[src/rtl/tmds_encode_8b10b.sv]
// TMDS 8b/10b encoder for one HDMI/DVI colour channel.
// Three-stage pipeline: input capture with ones count, transition-minimised
// q_m word, then DC-balancing output selection with running disparity cnt.
// Blanking cycles emit one of four control tokens chosen by {c1,c0}.
module tmds_encode_8b10b (
   input  logic       vga_clk,
   input  logic       sys_rst_n,
   input  logic [7:0] data_in,
   input  logic       c0,
   input  logic       c1,
   input  logic       de,
   output logic [9:0] data_out
);

   // Number of set bits in a byte (0..8).
   function automatic logic [3:0] ones8(input logic [7:0] v);
      logic [3:0] n;
      n = 4'd0;
      for (int i = 0; i < 8; i++) n = n + {3'b000, v[i]};
      return n;
   endfunction

   // Transition-minimised word: XNOR chain for ones-heavy bytes, XOR otherwise.
   // Bit 8 records which chain was used (1 = XOR).
   function automatic logic [8:0] build_qm(input logic [7:0] d, input logic [3:0] n1);
      logic       use_xnor;
      logic [8:0] q;
      use_xnor = (n1 > 4'd4) || ((n1 == 4'd4) && !d[0]);
      q[0] = d[0];
      for (int i = 1; i < 8; i++) q[i] = use_xnor ? ~(q[i-1] ^ d[i]) : (q[i-1] ^ d[i]);
      q[8] = ~use_xnor;
      return q;
   endfunction

   logic        [7:0] data_p0;
   logic              de_p0, c0_p0, c1_p0;
   logic        [3:0] n1_p0;

   logic        [8:0] qm_p1;
   logic        [3:0] n1_qm_p1, n0_qm_p1;
   logic              de_p1, c0_p1, c1_p1;

   logic signed [4:0] cnt;

   logic        [8:0] qm_nxt;
   logic        [3:0] n1_qm_nxt;
   logic signed [4:0] diff;
   logic        [9:0] sym_nxt;
   logic signed [4:0] cnt_nxt;

   // ---- stage 0: capture inputs and count ones ----
   // Register the pixel, controls and the ones count of the pixel.
   always_ff @(posedge vga_clk or negedge sys_rst_n) begin
      if (!sys_rst_n) begin
         data_p0 <= 8'h00;
         de_p0   <= 1'b0;
         c0_p0   <= 1'b0;
         c1_p0   <= 1'b0;
         n1_p0   <= 4'd0;
      end else begin
         data_p0 <= data_in;
         de_p0   <= de;
         c0_p0   <= c0;
         c1_p0   <= c1;
         n1_p0   <= ones8(data_in);
      end
   end

   // ---- stage 1: q_m word and its balance ----
   // Form q_m from the captured pixel and count its ones.
   always_comb begin
      qm_nxt    = build_qm(data_p0, n1_p0);
      n1_qm_nxt = ones8(qm_nxt[7:0]);
   end

   // Register q_m, its ones/zeros counts and the delayed controls.
   always_ff @(posedge vga_clk or negedge sys_rst_n) begin
      if (!sys_rst_n) begin
         qm_p1    <= 9'h000;
         n1_qm_p1 <= 4'd0;
         n0_qm_p1 <= 4'd0;
         de_p1    <= 1'b0;
         c0_p1    <= 1'b0;
         c1_p1    <= 1'b0;
      end else begin
         qm_p1    <= qm_nxt;
         n1_qm_p1 <= n1_qm_nxt;
         n0_qm_p1 <= 4'd8 - n1_qm_nxt;
         de_p1    <= de_p0;
         c0_p1    <= c0_p0;
         c1_p1    <= c1_p0;
      end
   end

   // ---- stage 2: DC balancing and output symbol ----
   // Choose whether to invert q_m so the running disparity is pulled toward 0.
   always_comb begin
      diff    = $signed({1'b0, n1_qm_p1}) - $signed({1'b0, n0_qm_p1});
      sym_nxt = 10'h000;
      cnt_nxt = cnt;
      if (!de_p1) begin
         cnt_nxt = 5'sd0;
         case ({c1_p1, c0_p1})
            2'b00: sym_nxt = 10'h354;
            2'b01: sym_nxt = 10'h0AB;
            2'b10: sym_nxt = 10'h154;
            2'b11: sym_nxt = 10'h2AB;
         endcase
      end else if ((cnt == 5'sd0) || (n1_qm_p1 == n0_qm_p1)) begin
         sym_nxt = {~qm_p1[8], qm_p1[8], qm_p1[8] ? qm_p1[7:0] : ~qm_p1[7:0]};
         cnt_nxt = qm_p1[8] ? (cnt + diff) : (cnt - diff);
      end else if (((cnt > 5'sd0) && (n1_qm_p1 > n0_qm_p1)) ||
                   ((cnt < 5'sd0) && (n0_qm_p1 > n1_qm_p1))) begin
         sym_nxt = {1'b1, qm_p1[8], ~qm_p1[7:0]};
         cnt_nxt = cnt + (qm_p1[8] ? 5'sd2 : 5'sd0) - diff;
      end else begin
         sym_nxt = {1'b0, qm_p1[8], qm_p1[7:0]};
         cnt_nxt = cnt + diff - (qm_p1[8] ? 5'sd0 : 5'sd2);
      end
   end

   // Register the output symbol and the running disparity.
   always_ff @(posedge vga_clk or negedge sys_rst_n) begin
      if (!sys_rst_n) begin
         data_out <= 10'h000;
         cnt      <= 5'sd0;
      end else begin
         data_out <= sym_nxt;
         cnt      <= cnt_nxt;
      end
   end

endmodule
[config.mk]
export PLATFORM = sky130hd
export DESIGN_NAME = tmds_encode_8b10b
export DESIGN_NICKNAME = d
export VERILOG_FILES = /design/src/rtl/tmds_encode_8b10b.sv
export SDC_FILE = /design/constraint.sdc
export NUM_CORES = 1
export LEC_CHECK = 0
export ABC_AREA = 1
export CORE_UTILIZATION = 53
export DETAILED_ROUTE_END_ITERATION = 8
export PLACE_DENSITY = 0.77
export SLEW_MARGIN = 10
export SYNTH_ARGS = -nofsm -noshare
export SYNTH_HDL_FRONTEND = slang
export SYNTH_SLANG_ARGS = --single-unit
[constraint.sdc]
create_clock -name vga_clk -period 3.55 [get_ports vga_clk]
set_clock_uncertainty 0.1 [all_clocks]
set_input_delay 0.5325 -clock vga_clk [delete_from_list [all_inputs] [get_ports vga_clk]]
set_output_delay 0.5325 -clock vga_clk [all_outputs]
set_load 0.02 [all_outputs]
; ---- Word level (Yosys, flattened, before mapping)
; Cells that the tools add are included.
[word_totals]
regBits = 50
input_bits = 13
elab_cells = 88
[op_classes]
n_addsub = 21
magnitude_cmp = 5
eq_ne = 5
mux = 18
n_bitwise = 17
n_reduce_logical = 9
[op_table]
columns = cell, count
row1 = $pmux W10 S4, 1
row2 = $add A4 B1 Y4, 8
row3 = $mux W10, 3
row4 = $mux W5, 4
row5 = $sub A5 B5 Y5, 2
row6 = $not A1 Y1, 9
row7 = $add A3 B1 Y4, 2
row8 = $gt A4 B4 Y1, 2
row9 = $mux W8, 1
row10 = $not A8 Y8, 1
row11 = $mux W1, 7
row12 = $xor A1 B1 Y1, 7
row13 = $add A2 B1 Y3, 2
row14 = $add A5 B3 Y5, 1
row15 = $add A5 B5 Y5, 1
row16 = $gt A5 B1 Y1 const B, 1
row17 = $logic_not A5 Y1, 1
row18 = $lt A5 B1 Y1 const B, 1
row19 = $sub A4 B4 Y5, 1
row20 = $sub A5 B3 Y5, 1
row21 = $add A1 B1 Y2, 2
row22 = $eq A2 B2 Y1 const B, 2
row23 = $eq A4 B3 Y1 const B, 1
row24 = $eq A4 B4 Y1, 1
row25 = 8 further kinds, 13

; ---- Longest topological paths before layout
[depth]
word_depth = 24
mapped_depth = 20

; ---- Least setup slack after synthesis
; OpenSTA, ideal clock, no wires.
[synth_path]
kind = register to register
from = register n1_p0[1]
to = register n0_qm_p1[3]
setup_ps = 79
arrival_time_ps = 3490
setup_slack_ps = -119
path_stages_with_launch = 18
n_path_buf = 0
period_less_slack_ps = 3669
cell_sequence = dfrtp_1 nor2_1 nand2_1 nand2_4 nand2_4 nand2_2 nand3_2 nand2_4 fa_1 fa_1 inv_1 fa_1 ha_1 inv_1 fa_1 inv_1 nor3_1 xor2_1
[synth_via]
elab_chain_cells = 24
word_cells_on_any_way = 31
[synth_rtl]
columns = element, line
row1 = from (decl), 37  ; logic [3:0] n1_p0;
row2 = from (signal assigned), 65  ; n1_p0 <= ones8(data_in);
row3 = "parallel branches: the longest is 2 deep, another holds $gt A4 B3 Y1", -
row4 = $logic_or A1 B1 Y1 (*), 28  ; use_xnor = (n1 > 4'd4) || ((n1 == 4'd4) && !d[0]);
row5 = "parallel branches: the longest is 19 deep, another holds $add A3 B1 Y4", -
row6 = $add A4 B1 Y4 (*), 19  ; for (int i = 0; i < 8; i++) n = n + {3'b000, v[i]};
row7 = via n1_qm_nxt[1], 46  ; logic [3:0] n1_qm_nxt;
row8 = $sub A4 B4 Y4 (*), 88  ; n0_qm_p1 <= 4'd8 - n1_qm_nxt;
row9 = to (signal assigned), 88
row10 = to (decl), 40  ; logic [3:0] n1_qm_p1, n0_qm_p1;
; Mark *: on every way through the listed nets, which the timed path passes.

; ---- Final worst setup path
[layout_path]
from = register n1_p0[0]
to = register n0_qm_p1[3]
; Same word-level chain as after synthesis.

==> impl_table.tex <==
\begin{tabular}{lr}
\hline
Metric & Value \\
\hline
\multicolumn{2}{l}{\textbf{Yosys}} \\
Register area share after synthesis & 0.4152 \\
Number of enable flip-flop cells after synthesis & 0 \\
Synth Cell Area & 2893 um2 \\
Flops \& latches, synth & 48 \\
Synth async-reset ratio & 1.000 \\
Xor and xnor fraction of the mapped netlist area & 0.05147 \\
Yosys synthesis warning count & 0 \\
Adder-Cell Fraction of Synth Area & 0.1955 \\
Top\_reg\_cell synth & dfrtp\_1 \\
Dominant combinational cell family by area after synthesis & adder cells \\
Synth Net Count & around 360 \\
Cell taking the most area after synthesis & dfrtp\_1 \\
Mean cell area of the mapped netlist & 9.485 um2 \\
Compound-cell area share of the yosys netlist & 0.07958 \\
Share of synthesized cell area in and, or, nand and nor gates & 0.1670 \\
Gate Count Post-Synth & between 300 and 400 \\
Multiplexer area fraction after synthesis & 0 \\
Synth unique cells & 28 \\
Dominant cells by area after synthesis & dfrtp\_1 (42\%), ha\_1 (11\%), fa\_1 (8.3\%), inv\_1 (8.0\%), nand2\_1 (6.0\%) \\
Area share of the largest cell type after synthesis & 0.4152 \\
\multicolumn{2}{l}{\textbf{Drt}} \\
Average wire length per cell after detail routing & between 10 and 15 um \\
Vias per Instance & 4.789 \\
Total wire length after detailed routing & 4993 um \\
Iteration-0 DRC Markers & 86 \\
Via count & 2016 \\
Final ANT Viol Nets & 0 \\
Initial DRT Pass Iterations & 4 \\
Residual DRC & 0 \\
\multicolumn{2}{l}{\textbf{Placed design}} \\
Gpl congestion & 0.9195 \\
Worst setup timing slack at the placement stage & -0.2687 ns \\
Number of buffers inserted by port buffering & 22 \\
Placed cell count & roughly 410 \\
Half-perimeter wire length of the detailed placement result & approximately 3800 um \\
\multicolumn{2}{l}{\textbf{STA}} \\
Setup repair after global routing missed its margin & yes \\
Min cycle time layout & about 3.9 ns \\
Hold violation count in the final report & 0 \\
Final setup TNS & -1.353 ns \\
Final cycle utilization of the critical path & 1.107 \\
Maximum clock frequency & about 250 MHz \\
Final number of max-transition violations & 0 \\
Measured slew at the worst slew-check pin & 1.014 ns \\
Worst-case hold slack & 0.2596 ns \\
Remaining max-slew budget at the tightest pin & 0.3241 \\
Worst setup margin & -0.3789 ns \\
Final setup violation count & 5 \\
\multicolumn{2}{l}{\textbf{Final layout}} \\
NumNets Final & about 400 \\
Top library cells by usage in the layout, fill and taps aside & inv\_1 (60), dfrtp\_1 (48), nand2\_1 (43) \\
Fill cell instance count of the final layout & around 380 \\
Final instance count without filler cells & $\sim$420 \\
Most common library cell in the layout ignoring fill and taps & inv\_1 \\
Share of cells above drive strength 1 & 0.1880 \\
ANT cells & 0 \\
Layout-stage area growth over the synthesis result & 22.28\% \\
\multicolumn{2}{l}{\textbf{CTS}} \\
Maximum count of clock buffers along a single path & 2 \\
TritonCTS buffer count & 5 \\
CTS sink cnt & between 40 and 50 \\
Root buffer selected by CTS & clkbuf\_8 \\
Clock tree from TritonCTS & done \\
CTS H-Tree Depth & 2 \\
Clock latency of the later-clocked register in the worst-skew pair & 0.30 ns \\
Clock slew at reported path FFs & $\sim$0.090 ns \\
CTS hold repair buffers & 0 \\
\multicolumn{2}{l}{\textbf{Die}} \\
Initial core utilization & 0.5593 \\
Die Footprint & around 5800 um2 \\
Horizontal die dimension & roughly 76 um \\
Total number of placement rows & 26 \\
Die height & between 70 and 80 um \\
Core region area & 5172 um2 \\
I/O pin cnt & 23 \\
\multicolumn{2}{l}{\textbf{Global route}} \\
GRT Residual Overflow & 0 \\
Wire length of the first global-routing pass & roughly 8400 um \\
Via count of the first global-routing pass & 1942 \\
Initial antenna violation count & 0 \\
Largest net degree at the start of global routing & 49 \\
GR Util All Layers & 0.1988 \\
\multicolumn{2}{l}{\textbf{Critical path}} \\
Setup crit start kind & register \\
Arrival time reported for the critical path endpoint & slightly above 4 ns \\
Reg-to-reg setup timing slack & -0.38 ns \\
Cell at the slowest stage of the critical path & fa\_2 \\
Cell Chain, Critical Path & nor2\_1 -> nand2\_1 -> nand2\_4 -> nand2\_4 -> nand2\_4 -> nand3\_4 -> nand2\_4 -> fa\_1 -> fa\_1 -> inv\_1 -> fa\_1 -> ha\_2 -> inv\_2 -> fa\_2 -> inv\_2 -> nor3\_2 -> xor2\_1 \\
Sort of element at the end of the critical path & register \\
Worst Path Max Fanout & 4 \\
Worst path buffer plus inverter count & 3 \\
Required time worst endpoint & between 3 and 4 ns \\
Top cell family by delay on the critical path & adder cells \\
Worst stage delay on the critical path & $\sim$0.55 ns \\
Cell repeated most along the worst path & nand2\_4 \\
Type of the worst setup path & reg -> reg \\
\multicolumn{2}{l}{\textbf{Min path}} \\
Hold Path Class & reg -> reg \\
\multicolumn{2}{l}{\textbf{Run status}} \\
Outcome & finished with violations \\
Violations in the final reports & negative setup slack \\
\multicolumn{2}{l}{\textbf{Flow run}} \\
Max-cap violations & 0 \\
\hline
\end{tabular}
[final cells by class]
| cell class | count | area [um2] | area share |
|---|---|---|---|
| well taps | 70 | 87.58 | 0.02476 |
| inverters | 66 | 250.2 | 0.07075 |
| multi-input cells | 189 | 1520 | 0.4298 |
| repair buffers | 40 | 362.8 | 0.1026 |
| clock buffers | 5 | 68.82 | 0.01946 |
| clock inverters | 3 | 46.29 | 0.01309 |
| flip-flops and latches | 48 | 1201 | 0.3396 |
[metrics by stage]
| stage | util | area, um2 |
|---|---|---|
| 2_1_floorplan | - | 2905 |
| 3_3_place_gp | 0.6398 | 3309 |
| 5_1_grt | 0.6838 | 3537 |
| 3_5_place_dp | 0.6398 | 3309 |
| 6_report | 0.6838 | 3537 |
| 4_1_cts | 0.6742 | 3487 |
[per-layer routing]
metal  global-route usage  wire length [um]  vias up
met3              0.04365               170        8
met1               0.2380              2035      935
met5                    0                 0        -
met2               0.3569              2720       48
li1                     -                 -     1025
met4              0.05967                67        0
[cells in the mapped netlist (2+ instances only)]
library cell / count
a21oi_1: 14
dfrtp_1: 48
fa_1: 12
ha_1: 26
inv_1: 62
inv_2: 4
nand2_1: 46
nand2_2: 8
nand2_4: 6
nand3_1: 17
nand3_2: 4
nand3b_1: 2
nor2_1: 8
o211ai_1: 2
o21ai_0: 17
o21ai_1: 2
xnor2_1: 11
xor2_1: 6
[flip-flops by register name (all words and copies together), names as in the netlist]
signal and count:
c0_p0 1, c0_p1 1, c1_p0 1, c1_p1 1
cnt 5, data_out 10, data_p0 8, de_p0 1
de_p1 1, n0_qm_p1 3, n1_p0 4, n1_qm_p1 3
qm_p1 9
[kinds of logic (layout without fill, tap and decap cells)]
logic type | after synthesis | count (layout)
XOR/XNOR | 17 | 17
buffers and inverters | 68 | 114
AO/OA/AOI/OAI | 40 | 40
flip-flops | 48 | 48
adder cells (fa/ha/maj) | 38 | 38
AND/OR/NAND/NOR | 94 | 94
[worst paths after layout]
path / cells past startpoint / from / endpoint
hold reg to reg: 0 / de_p0 / de_p1
setup / recovery: 17 / n1_p0[0] / n0_qm_p1[3]
min in group asynchronous: 1 / sys_rst_n / data_out[8]
setup reg to reg: 17 / n1_p0[0] / n0_qm_p1[3]
hold / removal: 0 / de_p0 / de_p1
max in group asynchronous: 1 / sys_rst_n / data_p0[6]
[timing repair]
action	4_1_cts	5_1_grt
setup endpoints to repair	4	5
buffers inserted	3	1
gates resized for setup	10	9
gates cloned	0	0
pin swaps	2	2
Power is left out: the tool's default activity adds up to more than one toggle a clock period on the data nets, which glitch-free logic cannot reach.
